**config.mk**
```make
export PLATFORM = sky130hd
export DESIGN_NAME = rsa_modexp_decrypt
export DESIGN_NICKNAME = d
export VERILOG_FILES = /design/src/rtl/rsa_modexp_decrypt.sv
export SDC_FILE = /design/constraint.sdc
export NUM_CORES = 2
export LEC_CHECK = 0
export BUFFER_PORTS_ARGS = -buffer_cell sky130_fd_sc_hd__buf_2
export CORE_MARGIN = 2
export CORE_UTILIZATION = 46
export DETAILED_ROUTE_END_ITERATION = 6
export GPL_TIMING_DRIVEN = 1
export HOLD_SLACK_MARGIN = 0.03
export SYNTH_ARGS = -nofsm -noshare
export SYNTH_HDL_FRONTEND = slang
export SYNTH_SLANG_ARGS = --single-unit
```
**constraint.sdc**
```tcl
create_clock -name clk -period 6.05 [get_ports clk]
set_clock_uncertainty 0.15 [all_clocks]
set_input_delay 1.815 -clock clk [delete_from_list [all_inputs] [get_ports clk]]
set_output_delay 1.815 -clock clk [all_outputs]
set_load 0.02 [all_outputs]
```
**src/rtl/rsa_modexp_decrypt.sv**
```systemverilog
// Sequential RSA decryption: plain = cipher^priv_key mod modulus.
// Constant-time right-to-left square-and-multiply using two bit-serial restoring reducers.
module rsa_modexp_decrypt #(
    parameter int WIDTH    = 16,
    parameter int EXP_BITS = 16
) (
    input  logic             clk,
    input  logic             rst_n,
    input  logic             in_valid,
    output logic             in_ready,
    input  logic [WIDTH-1:0] cipher,
    input  logic [WIDTH-1:0] priv_key,
    input  logic [WIDTH-1:0] modulus,
    output logic             out_valid,
    input  logic             out_ready,
    output logic [WIDTH-1:0] plain,
    output logic             err,
    output logic             busy
);

    localparam int PW = 2 * WIDTH;
    localparam int IW = $clog2(PW);
    localparam int CW = $clog2(EXP_BITS + 1);

    typedef enum logic [2:0] {IDLE, CHECK, PREP, REDUCE, DONE} state_t;

    state_t state, state_nx;

    logic [WIDTH-1:0] c_q, d_q, n_q;
    logic [WIDTH-1:0] result, base, ebits;
    logic [PW-1:0]    pm, ps;
    logic [WIDTH:0]   rm, rs;
    logic [IW-1:0]    idx;
    logic [CW-1:0]    bitcnt;

    logic             bad;
    logic             last_bit;
    logic [WIDTH:0]   n_ext, rm_sh, rs_sh, rm_nx, rs_nx;

    assign bad      = (n_q < WIDTH'(2)) || (c_q >= n_q);
    assign last_bit = (bitcnt == CW'(EXP_BITS - 1));
    assign n_ext    = {1'b0, n_q};

    // One restoring-division step per product bit; r < n keeps the shift within WIDTH+1 bits.
    always_comb begin
        rm_sh = {rm[WIDTH-1:0], pm[idx]};
        rs_sh = {rs[WIDTH-1:0], ps[idx]};
        rm_nx = (rm_sh >= n_ext) ? rm_sh - n_ext : rm_sh;
        rs_nx = (rs_sh >= n_ext) ? rs_sh - n_ext : rs_sh;
    end

    assign in_ready  = (state == IDLE);
    assign out_valid = (state == DONE);
    assign busy      = (state == PREP) || (state == REDUCE);

    always_ff @(posedge clk or negedge rst_n) begin
        if (!rst_n) state <= IDLE;
        else        state <= state_nx;
    end

    always_comb begin
        state_nx = state;
        case (state)
            IDLE:    if (in_valid) state_nx = CHECK;
            CHECK:   state_nx = bad ? DONE : PREP;
            PREP:    state_nx = REDUCE;
            REDUCE:  if (idx == '0) state_nx = last_bit ? DONE : PREP;
            DONE:    if (out_ready) state_nx = IDLE;
            default: state_nx = IDLE;
        endcase
    end

    always_ff @(posedge clk or negedge rst_n) begin
        if (!rst_n) begin
            c_q    <= '0;
            d_q    <= '0;
            n_q    <= '0;
            result <= '0;
            base   <= '0;
            ebits  <= '0;
            pm     <= '0;
            ps     <= '0;
            rm     <= '0;
            rs     <= '0;
            idx    <= '0;
            bitcnt <= '0;
            plain  <= '0;
            err    <= 1'b0;
        end else begin
            case (state)
                IDLE: begin
                    if (in_valid) begin
                        c_q <= cipher;
                        d_q <= priv_key;
                        n_q <= modulus;
                    end
                end
                CHECK: begin
                    if (bad) begin
                        plain <= '0;
                        err   <= 1'b1;
                    end else begin
                        result <= WIDTH'(1);
                        base   <= c_q;
                        ebits  <= d_q;
                        bitcnt <= '0;
                    end
                end
                PREP: begin
                    pm  <= PW'(result) * PW'(base);
                    ps  <= PW'(base) * PW'(base);
                    rm  <= '0;
                    rs  <= '0;
                    idx <= IW'(PW - 1);
                end
                REDUCE: begin
                    rm  <= rm_nx;
                    rs  <= rs_nx;
                    idx <= idx - IW'(1);
                    if (idx == '0) begin
                        // Multiply result is always computed; the exponent bit only selects whether it is kept.
                        if (ebits[0]) result <= rm_nx[WIDTH-1:0];
                        base   <= rs_nx[WIDTH-1:0];
                        ebits  <= ebits >> 1;
                        bitcnt <= bitcnt + CW'(1);
                        if (last_bit) begin
                            plain <= ebits[0] ? rm_nx[WIDTH-1:0] : result;
                            err   <= 1'b0;
                        end
                    end
                end
                default: ;
            endcase
        end
    end

endmodule

```
== After elaboration in Yosys (flattened, before gate mapping) ==
Index checks and enable logic that the tools add are counted.
Storage, ports and cells
  register bits after elaboration: 222
  logic and storage cells: 83
  memories: 0
  memory bits (read-only): 0
  latch bits: 0
  bits of input ports: 52
  memory bits (writable): 0
Cells by class
  bitwise gates (word level): 0
  $mul: 2
  multiplexer cells: 36
  reductions and logical operators: 10
  divide/modulo/power cells: 0
  shift-type cells: 0
  eq/ne operators: 11
  $lt $le $gt $ge: 5
  add/subtract/negate cells: 4
Operator list (count)
  16-bit two-way mux: 12
  16-bit one-hot mux with 2 select lines: 6
  16-bit by 16-bit multiplier with 32-bit output: 2
  17-bit by 16-bit >= comparator with 1-bit output: 2
  16-bit subtractor: 2
  5-bit one-hot mux with 2 select lines: 2
  16-bit >= comparator: 1
  16-bit by 2-bit less-than comparator with 1-bit output, second input constant: 1
  3-bit two-way mux: 5
  3-bit one-hot mux with 5 select lines: 1
  1-bit binary-select mux with 5-bit select: 2
  5-bit two-way mux: 2
  2-bit != test, second input constant: 4
  3-bit by 2-bit equality test with 1-bit output, second input constant: 2
  5-bit by 6-bit less-than comparator with 1-bit output, second input constant: 1
  3-bit AND reduction: 2
  5-bit by 1-bit adder with 5-bit output, second input constant: 1
  5-bit by 4-bit equality test with 1-bit output, second input constant: 1
  5-bit zero test: 1
  1-bit two-way mux: 5
  5-bit by 1-bit subtractor with 5-bit output, second input constant: 1
  2-bit by 1-bit != test with 1-bit output, second input constant: 2
  4-bit AND reduction: 1
  2-bit nonzero test: 2
  6 further kinds: 7

== Longest topological paths before layout ==
  depth in word-level cells: 8
  mapped depth: 26

== Worst setup path after synthesis ==
No wires, ideal clock.
  path type: flip-flop to flip-flop
  start: register base[3]
  end: register ps[31]
  setup slack: -177 ps
  path buffers: 2
  library setup time: 82 ps
  required time: 5818 ps
  arrival: 5995 ps
  cell stages (with the launch flop): 26
  period minus slack after synthesis: 6227 ps
  cells stage by stage: dfrtp_1 clkbuf_1 clkbuf_1 nand2_1 inv_1 fa_1 inv_1 fa_1 inv_1 fa_1 inv_1 fa_1 inv_1 fa_1 inv_1 fa_1 inv_1 ha_1 nand3_1 a211oi_1 nand2b_1 a21oi_1 nor2_1 o21a_1 or4_1 a31oi_1
Between the ends
  longest elaborated chain between the ends: 1
Ends and longest elaborated chain
  start: declaration: RTL line 30  | logic [WIDTH-1:0] result, base, ebits;
  start signal: assignment: RTL line 104  | base <= c_q;
  start signal: assignment: RTL line 123  | base <= rs_nx[WIDTH-1:0];
  16-bit by 16-bit multiplier with 32-bit output: RTL line 111  | ps <= PW'(base) * PW'(base);
  end signal: assignment: RTL line 111
  end: declaration: RTL line 31  | logic [PW-1:0] pm, ps;
No other way between the ends.
A chain may end at the register's enable or synchronous reset.

== Worst setup path in the final report ==
  start: register base[6]
  end: register ps[25]
Same word-level chain as after synthesis.

==> run metrics <==
total area of multi-input combinational cells 0.0197 mm2; TritonCTS sink count 221; mean instance size in the synthesized netlist 9.09 um2; leading cell type in the layout, fill and taps excluded sky130_fd_sc_hd__inv_1; latest clock arrival within the worst-skew pair 0.58 ns; min setup slack post-route -0.0278 ns; area of all sequential standard cells 0.00555 mm2; library cell with the largest summed area after synthesis sky130_fd_sc_hd__fa_1; clock transition at the registers of the reported paths 0.07 ns; Yosys warnings 0; vias 21600; area fraction in compound gates after synthesis 11.1%; slew at the pin closest to its max-slew limit 1.35 ns; count of antenna-violating nets left after detailed routing 0; synthesized area 0.0271 mm2; share of the synthesized netlist area taken by xor and xnor gates 2.71%; Hold/Removal Path Class reg2reg; die outline width roughly 250 um; portion of synthesized cell area occupied by the leading cell type approximately a quarter; Adder-Cell Fraction of Synth Area 38.3%; Final Cycle Share 100%; share of post-route cells with drive strength above 1 17.7%; pin count of the biggest net entering global routing 102; GRT Overall Usage 25.8%; outcome complete, but fails checks; leading cell types in the layout, fill and taps excluded 498 x sky130_fd_sc_hd__inv_1, 430 x sky130_fd_sc_hd__nand2_1, 350 x sky130_fd_sc_hd__fa_1; RePlAce Congestion 0.929; type of the worst setup path reg2reg; pre-CTS worst setup slack -0.261 ns; Most used DFF post-synth sky130_fd_sc_hd__dfrtp_1; first drt pass iteration count 5; setup repair after global routing missed its margin true; failing checks negative setup slack; Post-synth EDFFs 0; Area growth, synth to finish 17.3%; TritonCTS clock tree yes; average wire length per cell after detail routing 19.2 um; Post-synth ARST share 100%; via count of the first global-routing pass 22500; multiplexer share of the synthesized area 3.88%; dominant combinational cell family by area after synthesis adder cells; total number of H-tree levels 1; area of the die 0.0609 mm2; worst path arrival time 6.43 ns; fillers 5230; Crit. End Element register; pins over their slew limit 0; flip-flop and latch count after synthesis 221; post-synthesis instance total 2984; row cnt 89; synthesized netlist net count 3651; worst slew slack as a fraction of its limit under 10%; final setup violation count 3; fmax 165 MHz; average via count per standard cell 5.40; count of port buffers added during placement between 70 and 80; worst endpoint required time 6.40 ns; minimum period implied by the final worst setup slack 6.08 ns; Detail Placement HPWL roughly 60 mm; CTS buffer count 27; deepest clock path buffer count 3; register area share after synthesis 20.4%; Iteration-0 DRC Markers about 1500; final net count 3877; die height 247 um; total wire length 76.8 mm; Final Hold Vio Count 0; first-pass GRT wire length 122 mm; simple-gate share of the synthesized area between 10% and 20%; Core Area 0.0587 mm2; launching element type of the critical path register; clk root buf sky130_fd_sc_hd__clkbuf_16; dominant cells by area after synthesis sky130_fd_sc_hd__fa_1 26%, sky130_fd_sc_hd__dfrtp_1 20%, sky130_fd_sc_hd__ha_1 12%; highest fanout seen on the critical path 6; total I/O pin count 72; antenna violations before repair 3; number of max-capacitance violations reported 0; overflow left after global routing 0; starting density of the core 46.2%; number of unique standard cell types used by synthesis 71; DR DRC count 0
## metal layers
metal	global-route usage, %	vias to the layer above	part of all wire (%)
met5	0	-	0.035
met4	8.38	4	3.7
met3	4.20	140	6.3
met2	41.0	646	46
met1	36.1	10900	44
li1	-	9999	-
## kinds of logic after synthesis
kind of cell	Yosys count
AO/OA/AOI/OAI	485
XOR/XNOR	84
adder cells (fa/ha/maj)	615
buffers and inverters	662
flip-flops	221
multiplexers	77
AND/OR/NAND/NOR	840
## synth_stat cells (all sizes together) (46+ instances only)
library cell / instances
and2: 153
nor2: 88
nand2: 438
o21ai: 172
ha: 257
dfrtp: 221
fa: 358
inv: 517
nand3: 46
a21oi: 102
xnor2: 52
clkbuf: 128
a21o: 49
## through the flow
| step | setup TNS (ns) | utilization (%) | cell area (um2) | hold slack [ns] | cells |
|---|---|---|---|---|---|
| after CTS | 0 | 53.0 | 31100 | 0.329 | 3970 |
| after global placement | -2.10 | 50.7 | 29800 | 0.304 | 3911 |
| after detailed placement | -3.21 | 50.7 | 29800 | 0.314 | 3911 |
| final | -0.0740 | 54.2 | 31800 | 0.329 | 4004 |
| after floorplan | -0.00835 | - | 27200 | 0.283 | 2984 |
| after global routing | -2.87 | 54.2 | 31800 | 0.348 | 4003 |
## layout make-up
cell class | instances | share of cell area, %
clock buffer | 33 | 2.26
inverter | 520 | 6.16
multi-input combinational | 2101 | 61.8
tap | 773 | 3.04
timing repair buffer | 339 | 8.60
clock inverter | 16 | 0.700
antenna | 1 | 0.00786
sequential | 221 | 17.4
## worst max-delay path, cell delays in order, from the launching register on
cell and delay (ns):
sky130_fd_sc_hd__dfrtp_1 0.40, sky130_fd_sc_hd__buf_12 0.15, sky130_fd_sc_hd__buf_8 0.12, sky130_fd_sc_hd__fa_1 0.54, sky130_fd_sc_hd__inv_2 0.04, sky130_fd_sc_hd__fa_1 0.54
sky130_fd_sc_hd__inv_2 0.04, sky130_fd_sc_hd__fa_1 0.53, sky130_fd_sc_hd__fa_1 0.45, sky130_fd_sc_hd__fa_1 0.53, sky130_fd_sc_hd__inv_2 0.04, sky130_fd_sc_hd__fa_1 0.51
sky130_fd_sc_hd__inv_2 0.05, sky130_fd_sc_hd__ha_4 0.25, sky130_fd_sc_hd__a21o_1 0.17, sky130_fd_sc_hd__a21oi_2 0.12, sky130_fd_sc_hd__o21ai_1 0.08, sky130_fd_sc_hd__o211ai_1 0.10
sky130_fd_sc_hd__buf_4 0.16, sky130_fd_sc_hd__a21oi_4 0.07, sky130_fd_sc_hd__buf_6 0.12, sky130_fd_sc_hd__o211ai_1 0.31, sky130_fd_sc_hd__nand2_1 0.18, sky130_fd_sc_hd__a31o_2 0.29
sky130_fd_sc_hd__nand3_2 0.05
## worst paths after layout
kind                       startpoint        end  slack [ns]  cells after the start
setup / recovery              base[6]     ps[25]       -0.03                     24
hold reg to reg             ebits[12]  ebits[12]        0.33                      2
max in group asynchronous       rst_n  result[8]        3.59                      2
hold / removal              ebits[12]  ebits[12]        0.33                      2
setup reg to reg              base[6]     ps[25]       -0.03                     24
min in group asynchronous       rst_n   plain[5]        1.11                      1
## registers in the layout, indices dropped and copies added (netlist names)
| name | flops |
|---|---|
| pm | 32 |
| c_q | 16 |
| d_q | 16 |
| n_q | 16 |
| ps | 31 |
| plain | 16 |
| idx | 5 |
| rs | 16 |
| result | 16 |
| rm | 16 |
| base | 16 |
| state | 3 |
| err | 1 |
| bitcnt | 5 |
| ebits | 16 |
## what timing repair did
item                                    in CTS  in global routing
gates cloned                                 1                  1
endpoints found under the setup margin      23                 26
hold buffers                                 0                  0
setup buffers                                9                 33
pin swaps                                   21                 87
gates resized for setup                     55                113
Power is not shown: default switching activity piles up to over one toggle a cycle in this logic, so the estimate is an artifact.
